### src/rtl/i2s_pkg.sv
// Shared I2S definitions: controller state encoding and slot-position constants,
// common to the microphone (RX) side and the TX side.
package i2s_pkg;

  typedef enum logic [1:0] {
    ST_IDLE  = 2'd0,
    ST_WAKE  = 2'd1,
    ST_RUN   = 2'd2,
    ST_DRAIN = 2'd3
  } i2s_state_t;

  // Slot bit 0 is the one-period I2S delay; data begins on the following bit
  localparam int SLOT_DELAY_BIT = 0;
  localparam int SLOT_MSB_BIT   = 1;

  function automatic int slot_bit(input int frame_bit, input int word_size);
    return (frame_bit >= word_size) ? frame_bit - word_size : frame_bit;
  endfunction

endpackage

### src/rtl/i2s_clkgen.sv
// BCLK divider: toggles BCLK every CLK_DIV clk cycles while running and flags
// the single clk cycle that ends with a BCLK rise or fall.
module i2s_clkgen #(
  parameter int CLK_DIV = 4
) (
  input  logic clk,
  input  logic rst_n,
  input  logic run,
  output logic BCLK,
  output logic rise_tick,
  output logic fall_tick
);

  localparam int DW = (CLK_DIV > 2) ? $clog2(CLK_DIV) : 1;
  localparam logic [DW-1:0] DIV_LAST = DW'(CLK_DIV - 1);

  logic [DW-1:0] div;
  logic          div_wrap;

  assign div_wrap  = run && (div == DIV_LAST);
  assign rise_tick = div_wrap && !BCLK;
  assign fall_tick = div_wrap && BCLK;

  always_ff @(posedge clk or negedge rst_n) begin
    if (!rst_n) begin
      div  <= '0;
      BCLK <= 1'b0;
    end else if (!run) begin
      div  <= '0;
      BCLK <= 1'b0;
    end else if (div_wrap) begin
      div  <= '0;
      BCLK <= ~BCLK;
    end else begin
      div  <= div + DW'(1);
    end
  end

endmodule

### src/rtl/i2s_mic_ctrl.sv
// I2S microphone receiver: generates BCLK/LRCLK, discards the wake-up frames,
// captures MSB-first samples from SD and hands them out over valid/ready.
module i2s_mic_ctrl
  import i2s_pkg::*;
#(
  parameter int CLK_DIV        = 4,
  parameter int BIT_DEPTH      = 18,
  parameter int WORD_SIZE      = 32,
  parameter int STARTUP_FRAMES = 4
) (
  input  logic                 clk,
  input  logic                 rst_n,
  input  logic                 enable,
  input  logic                 SD,
  output logic                 BCLK,
  output logic                 LRCLK,
  output logic [BIT_DEPTH-1:0] sample_data,
  output logic                 sample_right,
  output logic                 sample_valid,
  input  logic                 sample_ready,
  output logic                 overrun,
  output logic                 busy
);

  localparam int CW = $clog2(2 * WORD_SIZE);
  localparam int FW = (STARTUP_FRAMES > 2) ? $clog2(STARTUP_FRAMES) : 1;
  localparam logic [CW-1:0] LAST_BIT        = CW'(2 * WORD_SIZE - 1);
  localparam logic [CW-1:0] RIGHT_FIRST_BIT = CW'(WORD_SIZE);
  localparam logic [FW-1:0] LAST_WAKE_FRAME = FW'((STARTUP_FRAMES > 0) ? STARTUP_FRAMES - 1 : 0);

  i2s_state_t state, state_nxt;
  logic                 from_run, from_run_nxt;
  logic                 run, rise_tick, fall_tick;
  logic [CW-1:0]        bit_cnt, bit_nxt;
  logic [FW-1:0]        frame_cnt;
  logic                 wrap, wake_done, capture_en, in_data, complete;
  logic [BIT_DEPTH-1:0] shift_reg;
  int                   slot;

  assign run  = (state != ST_IDLE);
  assign busy = run;

  i2s_clkgen #(
    .CLK_DIV(CLK_DIV)
  ) u_clkgen (
    .clk      (clk),
    .rst_n    (rst_n),
    .run      (run),
    .BCLK     (BCLK),
    .rise_tick(rise_tick),
    .fall_tick(fall_tick)
  );

  assign bit_nxt    = (bit_cnt == LAST_BIT) ? '0 : bit_cnt + CW'(1);
  assign wrap       = fall_tick && (bit_cnt == LAST_BIT);
  assign wake_done  = (STARTUP_FRAMES == 0) || (frame_cnt == LAST_WAKE_FRAME);
  assign slot       = slot_bit(int'(bit_cnt), WORD_SIZE);
  assign in_data    = (slot >= SLOT_MSB_BIT) && (slot <= BIT_DEPTH);
  // Draining from WAKE never delivers; draining from RUN finishes the frame's samples
  assign capture_en = (state == ST_RUN) || ((state == ST_DRAIN) && from_run);
  assign complete   = capture_en && rise_tick && (slot == BIT_DEPTH);

  always_ff @(posedge clk or negedge rst_n) begin
    if (!rst_n) begin
      state    <= ST_IDLE;
      from_run <= 1'b0;
    end else begin
      state    <= state_nxt;
      from_run <= from_run_nxt;
    end
  end

  always_comb begin
    state_nxt    = state;
    from_run_nxt = from_run;
    case (state)
      ST_IDLE: begin
        from_run_nxt = 1'b0;
        if (enable) state_nxt = (STARTUP_FRAMES == 0) ? ST_RUN : ST_WAKE;
      end
      ST_WAKE: begin
        if (!enable) begin
          state_nxt    = ST_DRAIN;
          from_run_nxt = 1'b0;
        end else if (wrap && wake_done) begin
          state_nxt = ST_RUN;
        end
      end
      ST_RUN: begin
        if (!enable) begin
          state_nxt    = ST_DRAIN;
          from_run_nxt = 1'b1;
        end
      end
      ST_DRAIN: begin
        if (enable) begin
          if (from_run || (wrap && wake_done)) state_nxt = ST_RUN;
          else                                 state_nxt = ST_WAKE;
        end else if (wrap) begin
          state_nxt = ST_IDLE;
        end
      end
      default: state_nxt = ST_IDLE;
    endcase
  end

  // Wake-up frames are counted while discarding, including a WAKE-side drain
  always_ff @(posedge clk or negedge rst_n) begin
    if (!rst_n) begin
      frame_cnt <= '0;
    end else if (state == ST_IDLE) begin
      frame_cnt <= '0;
    end else if (wrap && !wake_done &&
                 ((state == ST_WAKE) || ((state == ST_DRAIN) && !from_run))) begin
      frame_cnt <= frame_cnt + FW'(1);
    end
  end

  always_ff @(posedge clk or negedge rst_n) begin
    if (!rst_n) begin
      bit_cnt   <= '0;
      LRCLK     <= 1'b0;
      shift_reg <= '0;
    end else if (state == ST_IDLE) begin
      bit_cnt   <= '0;
      LRCLK     <= 1'b0;
      shift_reg <= '0;
    end else begin
      if (fall_tick) begin
        bit_cnt <= bit_nxt;
        LRCLK   <= (bit_nxt >= RIGHT_FIRST_BIT);
      end
      if (capture_en && rise_tick && in_data) shift_reg <= {shift_reg[BIT_DEPTH-2:0], SD};
    end
  end

  // A held, unaccepted sample wins over a newly completed one
  always_ff @(posedge clk or negedge rst_n) begin
    if (!rst_n) begin
      sample_data  <= '0;
      sample_right <= 1'b0;
      sample_valid <= 1'b0;
      overrun      <= 1'b0;
    end else begin
      overrun <= complete && sample_valid && !sample_ready;
      if (complete && (!sample_valid || sample_ready)) begin
        sample_data  <= {shift_reg[BIT_DEPTH-2:0], SD};
        sample_right <= LRCLK;
        sample_valid <= 1'b1;
      end else if (sample_valid && sample_ready) begin
        sample_valid <= 1'b0;
      end
    end
  end

endmodule

### config.mk
export PLATFORM = sky130hd
export DESIGN_NAME = i2s_mic_ctrl
export DESIGN_NICKNAME = d
export VERILOG_FILES = /design/src/rtl/i2s_pkg.sv /design/src/rtl/i2s_clkgen.sv /design/src/rtl/i2s_mic_ctrl.sv
export SDC_FILE = /design/constraint.sdc
export NUM_CORES = 1
export LEC_CHECK = 0
export CAP_MARGIN = 20
export CORE_MARGIN = 2
export CORE_UTILIZATION = 29
export DETAILED_ROUTE_END_ITERATION = 6
export GPL_TIMING_DRIVEN = 0
export PLACE_DENSITY = 0.46
export SLEW_MARGIN = 5
export SYNTH_ARGS = -nofsm -noshare
export SYNTH_HDL_FRONTEND = slang
export SYNTH_HIERARCHICAL = 1
export SYNTH_SLANG_ARGS = --single-unit
### constraint.sdc
create_clock -name clk -period 2.31 [get_ports clk]
set_input_delay 0.462 -clock clk [delete_from_list [all_inputs] [get_ports clk]]
set_output_delay 0.462 -clock clk [all_outputs]
set_load 0.05 [all_outputs]
==> Yosys cells after proc, flatten, opt, wreduce, memory -nomap -nowiden <==
Cells that the tools add are included.
{ "totals": {"mem_bits_rw": 0, "elab_cells": 96, "n_memories": 0, "inputBits": 5, "out_inout_bits": 24, "ff_bits": 53, "latch_bits": 0, "romBits": 0} }
{ "op_classes": {"multipliers": 0, "add_sub_neg": 4, "n_reduce_logical": 35, "shift": 0, "n_eq_ne": 13, "n_mux": 27, "div": 0, "n_lt_le_gt_ge": 4, "bitwise": 1} }
{ "ops": {"columns": ["cell", "count"], "rows": [
  ["$mux W17", 2],
  ["$eq A32 B6 Y1 const B", 1],
  ["$ge A32 B2 Y1 const B", 1],
  ["$le A32 B6 Y1 const B", 1],
  ["$mux W32", 1],
  ["$mux W2", 11],
  ["$mux W6", 3],
  ["$logic_and A1 B1 Y1", 17],
  ["$ge A6 B6 Y1 const B", 2],
  ["$reduce_bool A2 Y1", 5],
  ["$eq A2 B2 Y1 const B", 4],
  ["$mux W1", 8],
  ["$ne A2 B2 Y1 const B", 4],
  ["$pmux W2 S4", 1],
  ["$sub A6 B6 Y7 const B", 1],
  ["$add A6 B1 Y6 const B", 1],
  ["$eq A6 B6 Y1 const B", 1],
  ["$ne A3 B3 Y1 const B", 2],
  ["$logic_not A1 Y1", 5],
  ["$add A2 B1 Y2 const B", 2],
  ["$logic_or A1 B1 Y1", 4],
  ["$reduce_and A4 Y1", 1],
  ["$pmux W1 S3", 1],
  ["$reduce_and A3 Y1", 1],
  ["4 further kinds", 4]
]} }

==> Depth between registers and ports, before layout <==
{ "logic_depth": {"word_depth": 9, "mapped_depth": 11, "mapped_depth_nobuf": 8} }

==> Cells and area by module <==
Netlist, hierarchy kept.
{ "by_module_without_submodules": {"columns": ["mod", "area_per_inst_um2", "n_inst", "seq_area_each_um2", "cells_each"], "rows": [
  ["i2s_mic_ctrl", 2265.9, 1, 1251.2, 173],
  ["i2s_clkgen", 135.1, 1, 75.1, 11]
]} }

==> Least setup slack after synthesis <==
Ideal clock, no wire load.
{ "synth_timing": {"path_type": "register -> register", "startpoint": "reg state[0]", "endpoint": "reg sample_data[0]", "setup_ps": 125, "path_stages_with_launch": 12, "path_buffers": 3, "period_less_slack_ps": 2270, "arrival_time_ps": 2146, "path_slack_ps": 40, "required_time_ps": 2185, "path_cell_list": "dfrtp_1 > buf_4 > nor2_4 > inv_1 > nand2_1 > nor2_1 > and2_1 > nand4b_1 > nor2b_1 > buf_4 > buf_4 > mux2_2"} }
{ "synth_between": {"elab_chain_cells": 6, "elab_cells_between_ends": 10, "cone_classes": "eq/ne (2); reduce/logical (8)"} }
{ "synth_lines": {"columns": ["item", "line", "text"], "rows": [
  ["start, declared", "i2s_mic_ctrl.sv:31", "i2s_state_t state, state_nxt;"],
  ["start signal, assigned", "i2s_mic_ctrl.sv:68", "state <= state_nxt;"],
  ["$reduce_bool A2 Y1", "i2s_mic_ctrl.sv:40", "assign run = (state != ST_IDLE);"],
  ["named net busy", "i2s_mic_ctrl.sv:22", "output logic busy"],
  ["$logic_and A1 B1 Y1", "i2s_clkgen.sv:20", "assign div_wrap = run && (div == DIV_LAST);"],
  ["$logic_and A1 B1 Y1", "i2s_clkgen.sv:21", "assign rise_tick = div_wrap && !BCLK;"],
  ["named net rise_tick", "i2s_mic_ctrl.sv:33", "logic run, rise_tick, fall_tick;"],
  ["$logic_and A1 B1 Y1 (2 in series)", "i2s_mic_ctrl.sv:61", "assign complete = capture_en && rise_tick && (slot == BIT_DEPTH);"],
  ["$logic_and A1 B1 Y1", "i2s_mic_ctrl.sv:146", "if (complete && (!sample_valid || sample_ready)) begin"],
  ["end signal, assigned", "i2s_mic_ctrl.sv:147", "sample_data <= {shift_reg[BIT_DEPTH-2:0], SD};"],
  ["end, declared", "i2s_mic_ctrl.sv:17", "output logic [BIT_DEPTH-1:0] sample_data,"]
]} }
The timed path passes the listed nets, and every way through them passes these cells.
A chain may end at the register's enable or synchronous reset.

==> Worst setup path in the final report <==
{ "layout_timing": {"startpoint": "reg bit_cnt[1]", "endpoint": "reg shift_reg[11]"} }
{ "layout_between": {"elab_chain_cells": 6, "elab_cells_between_ends": 8, "cone_classes": "add/sub (1); order compare (3); mux (1); reduce/logical (3)"} }
{ "layout_lines": {"columns": ["item", "line", "text"], "rows": [
  ["start, declared", "i2s_mic_ctrl.sv:34", "logic [CW-1:0] bit_cnt, bit_nxt;"],
  ["start signal, assigned", "i2s_mic_ctrl.sv:130", "bit_cnt <= bit_nxt;"],
  ["$sub A6 B6 Y7 / $ge A6 B6 Y1 (equally long branches)", "i2s_pkg.sv:17", "return (frame_bit >= word_size) ? frame_bit - word_size : frame_bit;"],
  ["$mux W32 *", "i2s_pkg.sv:17", null],
  ["$ge A32 B2 Y1 / $le A32 B6 Y1 (equally long branches)", "i2s_mic_ctrl.sv:58", "assign in_data = (slot >= SLOT_MSB_BIT) && (slot <= BIT_DEPTH);"],
  ["$logic_and A1 B1 Y1 *", "i2s_mic_ctrl.sv:58", null],
  ["$logic_and A1 B1 Y1 *", "i2s_mic_ctrl.sv:133", "if (capture_en && rise_tick && in_data) shift_reg <= {shift_reg[BIT_DEPTH-2:0], SD};"],
  ["$reduce_bool A2 Y1 (no line) *", null, null],
  ["end signal, assigned", "i2s_mic_ctrl.sv:133", null],
  ["end, declared", "i2s_mic_ctrl.sv:37", "logic [BIT_DEPTH-1:0] shift_reg;"]
]} }
Every way passes the cells marked *; elsewhere a longest branch is shown, timed or not.

==> flow_summary.yaml <==
timing:
  post-route-period-util_pct: 90.9
  tightest_slew_ps: 670
  rsz0062_at_grt: "no"
  final_max_slew_viol_count: 0
  finalClockSkew_ps: 6.65
  final.min_clock_period_ps: 2100
  fmax_mhz: 476
  finalHoldViolCount: 0
  setup_viol: 0
  relSlewSlack_pct: 55.3
  fin_ws_ps: 211
route:
  drt_iter0_markers: 41
  vias_per_cell: 4.67
  routedWlPerCell_um: 13.1
  vias: 1531
  dr.pass1.iters: 4
  ant_nets: 0
  route.detailed.drc: 0
  drt_wl_total_um: 4290
floorplanning:
  start_util_pct: 29.5
  io_pins: 29
  core_um2: 8130
  num_rows: 33
  die_w_um: 95.0
  fp.dieArea_um2: 9020
  die_h_um: 95.0
global_routing:
  grt_max_degree: 29
  overflow: 0
  first_global_vias: 1502
  grt_pass1_wl_um: 7680
  track_usage_pct: 10.9
  antenna_found_initial: 0
worst_hold_path:
  hold_class: "input pin to async pin"
cells_and_area:
  largest_reg_flops: 18
  fillers: 786
  n_antenna_cell: 0
  final_nets: 233
  drive_above_1_share_pct: 31.4
  finish.utilization_pct: 36.5
  layout-area-overhead-vs-synth_pct: 23.6
placement:
  post-place-ws_ps: 30.9
  place_congestion: 0.775
  hpwl_um: 2990
  io_buffers: 27
worst_setup_path:
  cp_max_fo: 10
  cp_data_arrival_time_ps: 2340
  startpoint_type: "flop"
  path_class: "flop to flop"
  crit_path_end_kind: "flop"
  critical_path_required_ps: 2550
clock_network:
  cts_tree: "yes"
  clock-sinks: 53
  htreeDepth: 2
  clock_latency_ps: 300
  cts_buffers: 5
  cts_buffer_depth: 2
  root_buffer: "clkbuf_8"
  path_clk_slew_ps: 100
flow_run:
  maxCapViolCount: 0
power:
  internal-power_uw: 1670
  p_leak_uw: 0.00134
  p_clk_share_pct: 26.6
  powerDensity_nw_per_um2: 823
  swShare_pct: 31.8
  power_frac_comb_pct: 28.3
  peakVddDrop_v: 0.000239
  switching_power_uw: 777
  p_seq_share_pct: 45.1
synth:
  syn_area_per_cell_um2: 13.0
  syn-num-nets: 195
  syn_area_um2: 2400
  ys_seq_elements: 53
  async_reset_ff_share_pct: 100
  yosysUniqueCellTypes: 42
  synth-edff-count: 0
  ys_seq_area_share_pct: 55.2
  synth_flop_cell: "dfrtp_1"
  synthCells: 184
  yosys_warnings: 6
status:
  status: "complete, no violations"
==> logic make-up after synthesis <==
| group | count (synthesis) | share of synthesized area, % |
|---|---|---|
| AOI/OAI and AO/OA | 36 | 14.1 |
| DFF | 53 | 55.2 |
| and+or+nand+nor | 46 | 10.6 |
| muxes | 22 | 10.2 |
| buffers and inverters | 17 | 5.26 |
| xor gates and xnor gates | 4 | 1.46 |
| adders and majority gates | 6 | 3.13 |
==> through the flow <==
| stage | total power, µW | TNS, ps | instances | cell area [µm²] | hold slack [ps] |
|---|---|---|---|---|---|
| 2_1_floorplan | 1640 | 0 | 184 | 2400 | 166 |
| 3_3_place_gp | 1820 | -51370 | 316 | 2800 | 434 |
| 3_5_place_dp | 1830 | 0 | 317 | 2820 | 429 |
| 4_1_cts | 2500 | 0 | 325 | 2940 | 208 |
| 5_1_grt | 2630 | 0 | 328 | 2970 | 225 |
| 6_report | 2440 | 0 | 328 | 2970 | 187 |
==> power groups by stage <==
stage                     Combinational [µW]  Sequential (µW)  Clock, µW
after floorplan                          476             1160          0
after global placement                   700             1120          0
after detailed placement                 705             1120          0
after CTS                                704             1100        689
after global routing                     786             1120        726
final                                    691             1100        649
==> Yosys cell counts, types with 2 or more instances <==
library cell	n	area, µm²
dfrtp_1	53	1330
mux2_2	20	225
a22o_2	17	170
nor2_1	12	45.0
nand2_1	9	33.8
ha_1	6	75.1
inv_1	5	18.8
nand3_1	5	25.0
a311oi_1	4	35.0
buf_4	4	30.0
buf_6	4	45.0
o21ai_0	4	20.0
xor2_1	4	35.0
a21oi_1	2	10.0
and2_1	2	12.5
clkbuf_1	2	7.51
mux2i_1	2	20.0
nand2b_1	2	12.5
nand4_1	2	12.5
nor2b_1	2	12.5
nor3_1	2	10.0
==> per-layer routing <==
metal  global-route usage [%]  wire (µm)  up-vias
met1                     15.1       2110      757
met2                     16.7       1980       21
met5                        0          0        -
met4                     3.62         61        0
li1                         -          -      746
met3                     2.71        147        7
==> cell usage in the layout, fill, tap and decap left out, types with 2 or more instances in the layout <==
master / instances
a21oi_1: 2
a22o_2: 17
a311oi_1: 4
and2_1: 2
buf_12: 2
buf_2: 2
buf_4: 5
buf_6: 6
clkbuf_1: 2
clkbuf_8: 6
clkdlybuf4s50_1: 25
dfrtp_1: 53
ha_1: 6
inv_1: 4
mux2_2: 20
mux2i_1: 2
nand2_1: 9
nand2b_1: 2
nand3_1: 5
nand4_1: 2
nor2_1: 12
nor2b_1: 2
nor3_1: 2
o21ai_0: 4
xor2_1: 4
==> area by class of cell <==
class                           instances  area (µm²)  area share, %
Sequential cell                        53        1330           44.7
Multi-Input combinational cell        114         948           32.0
Timing Repair Buffer                   31         307           10.3
Tap cell                              105         131           4.43
Buffer                                 12         115           3.88
Clock buffer                            6        82.6           2.78
Clock inverter                          2        37.5           1.27
Inverter                                5        18.8          0.633
==> repair_timing <==
action	in CTS	in global routing
endpoints found under the setup margin	2	20
hold buffers	0	0
buffers inserted	0	3
gates resized for setup	1	3
==> critical path, cell delays in order (launching register included) <==
cell and delay, ps:
dfrtp_1 480, inv_1 140, ha_1 200, or4b_4 200, nor2_1 40, a211oi_2 490, buf_2 320, a22o_2 170
==> worst paths after layout <==
| kind | from | to | slack (ps) | cells after the start |
|---|---|---|---|---|
| worst max-delay path | bit_cnt[1] | shift_reg[11] | 210 | 7 |
| worst min-delay path | rst_n | sample_data[9] | 190 | 1 |
| worst max register to register | bit_cnt[1] | shift_reg[11] | 210 | 7 |
| worst min register to register | u_clkgen/div[0] | u_clkgen/div[0] | 450 | 1 |
| max in group asynchronous | rst_n | bit_cnt[4] | 1550 | 2 |
| min in group clk | u_clkgen/div[0] | u_clkgen/div[0] | 450 | 1 |
No activity file was read; power rests on OpenSTA's default activity.
==> RTL edit 1: new RTL, same flow settings <==
`CLK_DIV` is set to 4 in 2 places; all go to 16.
--- a/src/rtl/i2s_clkgen.sv
+++ b/src/rtl/i2s_clkgen.sv
@@ -1,7 +1,7 @@
 // BCLK divider: toggles BCLK every CLK_DIV clk cycles while running and flags
 // the single clk cycle that ends with a BCLK rise or fall.
 module i2s_clkgen #(
-  parameter int CLK_DIV = 4
+  parameter int CLK_DIV = 16
 ) (
   input  logic clk,
   input  logic rst_n,
--- a/src/rtl/i2s_mic_ctrl.sv
+++ b/src/rtl/i2s_mic_ctrl.sv
@@ -3,7 +3,7 @@
 module i2s_mic_ctrl
   import i2s_pkg::*;
 #(
-  parameter int CLK_DIV        = 4,
+  parameter int CLK_DIV        = 16,
   parameter int BIT_DEPTH      = 18,
   parameter int WORD_SIZE      = 32,
   parameter int STARTUP_FRAMES = 4
Check against the original RTL: not equivalent (a bounded check fails within 10 cycles, from zero or initial values and one cycle with rst_n low).
==> RTL edit 1 against the unedited design <==
  * Core utilization up 0.56 points
  * Critical endpoint is now sample_data[1]
  * Cell count grew 3.4%
  * Maximum frequency fell by 3.1%
  * Total power decreased by 4.2%
  * Synthesized area grew 4.3%
  * Wire length rose by 8.1%
  * Sequential cell count rose by 2
  * Largest power group unchanged
  * Clock power fell by 15%
  * Design area up 3.6%
  * Setup slack lost 0.066 ns
  * Non-clock buffer count grew 1
  * Clock skew increased by 0.0034 ns
==> RTL edit 1: results (changes against the unedited design) <==
GRT
  • Met2 usage: 16.7% (+0.053 points)
  • Largest net degree at the start of global routing: 56 (+93%)
  • Met1 Use GR: 14.2% (-0.92 points)
  • Vias in the first global route: 1632 (+8.7%)
  • Met3 usage: 2.60% (-0.11 points)
  • All-Layer GR Usage: 10.4% (-0.47 points)
  • Global-route wire length before repair: 8140 um (+6.0%)
  • Grt ovf: 0 (unchanged)

Yosys
  • Post-synthesis sequential area ratio: 55.0% (-0.26 points)
  • Xor and xnor area share after synthesis: 1.75% (+0.29 points)
  • Post-synth top cells: 55 x dfrtp_1, 20 x mux2_2, 17 x a22o_2, 12 x nor2_1, 10 x nand2_1
  • Most used flip-flop cell after synthesis: dfrtp_1
  • Mux cell area share after synthesis: 9.80% (-0.42 points)
  • Distinct cell type count after synthesis: 45 (+7.1%)
  • Post-Synth Adder-Cell Area: 3.00% (-0.13 points)
  • Largest cells by area after synthesis: dfrtp_1 55%, mux2_2 9.0%, a22o_2 6.8%, ha_1 3.0%, buf_6 1.8%
  • Compound-gate portion of the synthesized area: 14.1% (+0.073 points)
  • Post-Syn Nets: 205 (+5.1%)

Setup path
  • Crit Reg-Reg Endpoint: sample_data[1]
  • R2r setup slk: 0.14 ns (-0.07 ns)
  • CP top delay family: simple AND/OR/NAND/NOR gates
  • Critical Path Source Type: flop
  • CP max stage delay: 0.43 ns (-0.06 ns)
  • R2R cell count: 9 (+2)
  • RR Startpoint: u_clkgen/div[0]
  • CP max stage cell: dfrtp_1

Power
  • Worst vdd rail ir drop: 0.000415 V (+74%)
  • Leakage power: 0.00138 uW (+3.4%)

Cells and area
  • Layout Nets: 244 (+4.7%)
  • Layout cells sized above 1: 32.5% (+1.1 points)
  • Fill cells: 827 (+5.2%)
  • Max FFs per register: 18 (unchanged)

Status
  • Status: complete, no violations

Timing
  • Clock skew: 0.0100 ns (+0.00336 ns)
  • Hold slack: 0.191 ns (+0.00405 ns)
  • Worst slew pin tran: 0.714 ns (+0.0438 ns)

Detailed routing
  • Via density: 4.76 (+2.1%)
  • Detailed-router iteration count before antenna repair: 6 (+2)
  • Routed wire length per instance: 13.7 um (+4.6%)
  • Iter 0 DRT Violations: 55 (+34%)

Placed design
  • DP HPWL: 3050 um (+2.1%)
  • Placer Congestion: 0.740 (-4.4%)
  • IO Port Bufs: 27 (unchanged)
  • Post-DP Area: 2910 um^2 (+3.2%)
  • Dpl ws: -0.0989 ns (-0.130 ns)

CTS
  • Clock Tree Root: clkbuf_8
## RTL edit 1: cell count changes after synthesis, sizes merged
cell   change
a21oi      +1
and2       +1
and3       +2
and3b      -1
dfrtp      +2
inv        +1
nand2      +1
nand3      +1
o221a      +1
xnor2      +1
## RTL edit 1: how the worst max path moves through the flow
stage,to,slack (ns),cells past startpoint
after floorplan,sample_data[0],0.06,10
after global placement,sample_data[0],-1.15,1
after detailed placement,sample_data[1],-0.1,9
after CTS,sample_data[1],0.01,9
after global routing,sample_data[1],-0.03,9
final,sample_data[1],0.14,9
## RTL edit 1: per-stage QoR
stage                     cells  total power [uW]  TNS, ns  util, %
final                       339              2340        0     37.0
after global routing        339              2510   -0.125     37.0
after CTS                   335              2350        0     36.4
after detailed placement    326              1780   -0.903     35.0
after global placement      326              1780   -63.95     35.1
after floorplan             194              1620        0        -
## RTL edit 1: layout make-up
cell class / count / share of cell area (%)
multi-input cells: 121 / 33.3
repair buffers: 32 / 9.89
inverters: 6 / 0.855
clock inverters: 3 / 0.733
clock buffers: 5 / 2.24
well taps: 105 / 4.28
flip-flops and latches: 55 / 44.8
plain buffers: 12 / 3.87
## RTL edit 1: cells by family after synthesis
kind of cell,after synthesis
flops,55
fa+ha+maj,6
simple gates,50
buf+inv,18
xor+xnor,5
compound gates,38
mux,22
## RTL edit 1: what timing repair did
| item | CTS | global route |
|---|---|---|
| hold buffers | 0 | 0 |
| pin swaps | 0 | 2 |
| setup endpoints to repair | 11 | 29 |
| setup buffers | 1 | 4 |
| resized for setup | 5 | 4 |
## RTL edit 1: report_power, final
part	internal (uW)	switching, uW
clock network	218	331
registers	1050	106
logic	287	344
## RTL edit 1: routing by layer
layer,vias to the layer above,wire length [um]
li1,780,-
met5,-,0
met1,800,2320
met3,4,167
met2,31,2120
met4,0,31
==> RTL edit 2: new RTL, config.mk and constraints unchanged <==
Without the edit above. Put one more register stage on the output `overrun`, with the module's reset. The value now appears one clock later. The other outputs are not delayed to match.
--- a/src/rtl/i2s_mic_ctrl.sv
+++ b/src/rtl/i2s_mic_ctrl.sv
@@ -27,6 +27,8 @@
   localparam logic [CW-1:0] LAST_BIT        = CW'(2 * WORD_SIZE - 1);
   localparam logic [CW-1:0] RIGHT_FIRST_BIT = CW'(WORD_SIZE);
   localparam logic [FW-1:0] LAST_WAKE_FRAME = FW'((STARTUP_FRAMES > 0) ? STARTUP_FRAMES - 1 : 0);
+
+  logic overrun_s0;
 
   i2s_state_t state, state_nxt;
   logic                 from_run, from_run_nxt;
@@ -140,9 +142,9 @@
       sample_data  <= '0;
       sample_right <= 1'b0;
       sample_valid <= 1'b0;
-      overrun      <= 1'b0;
+      overrun_s0   <= 1'b0;
     end else begin
-      overrun <= complete && sample_valid && !sample_ready;
+      overrun_s0 <= complete && sample_valid && !sample_ready;
       if (complete && (!sample_valid || sample_ready)) begin
         sample_data  <= {shift_reg[BIT_DEPTH-2:0], SD};
         sample_right <= LRCLK;
@@ -153,5 +155,13 @@
     end
   end
 
+  always_ff @(posedge clk or negedge rst_n) begin
+    if (!rst_n) begin
+      overrun <= '0;
+    end else begin
+      overrun <= overrun_s0;
+    end
+  end
+
 endmodule
 
Behaviour: same outputs for any inputs over 10 cycles, from zero or initial values and one cycle with rst_n low; that may be too few to reach the edited logic, so the function may still have changed.
==> RTL edit 2 against the unedited design <==
  * Maximum frequency down 2.4%
  * Largest power group unchanged
  * Total power up 2.5%
  * Synthesized area up 1.0%
  * Critical path type unchanged
  * Design area up 0.76%
  * Critical path depth unchanged
  * Wire length up 8.0%
  * Setup slack worse by 0.051 ns
  * Sequential cell count up 1
==> RTL edit 2: results (changes against the unedited design) <==
Power
  • Internal power component: 1690 uW (+1.4%)
  • Clock share of power: 27.0% (+0.4 points)
  • Final Power: 2500 uW (+2.5%)
  • Worst vdd rail ir drop: 0.000273 V (+14%)

Setup path
  • CP max stage cell: dfrtp_1
  • CP top delay family: simple AND/OR/NAND/NOR gates
  • CP endpoint: shift_reg[14]

Yosys
  • Post-Synth Adder-Cell Area: 3.09% (-0.032 points)
  • Xor and xnor area share after synthesis: 1.44% (-0.015 points)
  • Largest cells by area after synthesis: dfrtp_1 56%, mux2_2 9.3%, a22o_2 7.0%, ha_1 3.1%, buf_6 1.9%
  • Post-Syn Nets: 196 (+0.51%)
  • Post-synthesis sequential area ratio: 55.7% (+0.46 points)
  • Post-synth top cells: 54 x dfrtp_1, 20 x mux2_2, 17 x a22o_2, 12 x nor2_1, 9 x nand2_1
  • Compound-gate portion of the synthesized area: 13.9% (-0.15 points)
  • Mux cell area share after synthesis: 10.1% (-0.11 points)

Timing
  • Clock skew: 0.0163 ns (+0.00960 ns)
  • Worst slew pin tran: 0.634 ns (-0.0362 ns)
  • Min Tclk post-route: 2.15 ns (+0.0513 ns)

Detailed routing
  • Wl on met1: 2290 um (+8.7%)
  • Iter 0 DRT Violations: 45 (+9.8%)
  • Met3 WL: 165 um (+12%)
  • Via density: 4.70 (+0.78%)
  • Routed wire length: 4640 um (+8.0%)

GRT
  • Vias in the first global route: 1571 (+4.6%)
  • Met1 Use GR: 15.3% (+0.17 points)
  • Met3 usage: 2.61% (-0.10 points)
  • All-Layer GR Usage: 11.1% (+0.18 points)

Placed design
  • Post-DP Area: 2840 um^2 (+0.89%)
  • Placer Congestion: 0.767 (-1.0%)
  • Placed Cells incl. Taps: 318 (+0.32%)
  • DP HPWL: 3110 um (+4.2%)

CTS
  • Clock sinks: 54 (+1.9%)

Cells and area
  • Area of the multi-input gates: 958 um^2 (+1.1%)
  • Seq/total area: 45.2% (+0.50 points)
  • Signal buf overhead: 13.6% (-0.57 points)
  • Nonclk buf count: 42 (-2.3%)
  • FF/Latch Area: 1350 um^2 (+1.9%)

Floorplan
  • Die X: 95.5 um (+0.50%)

Status
  • Status: complete, no violations
-- RTL edit 2: cell count changes in the layout (fill, tap and decap cells not counted), sizes merged --
cell,unedited run,this run
dfrtp,53,54
inv,5,6
clkinvlp,1,0
buf,15,14
-- RTL edit 2: timing repair --
item                                   CTS  global route
buffers inserted                         0             2
endpoints found under the hold margin    0             0
resized for setup                        1             4
cloned                                   0             1
setup endpoints to repair                5            29
-- RTL edit 2: worst min-delay path by stage --
stage | startpoint | to | slack, ns | cells after the start
finish | rst_n | sample_data[13] | 0.16 | 1
global route | rst_n | sample_data[13] | 0.18 | 1
CTS | rst_n | sample_data[13] | 0.17 | 1
detailed placement | overrun_s0 | overrun | 0.34 | 0
global placement | overrun_s0 | overrun | 0.33 | 0
floorplan | rst_n | LRCLK | 0.17 | 0
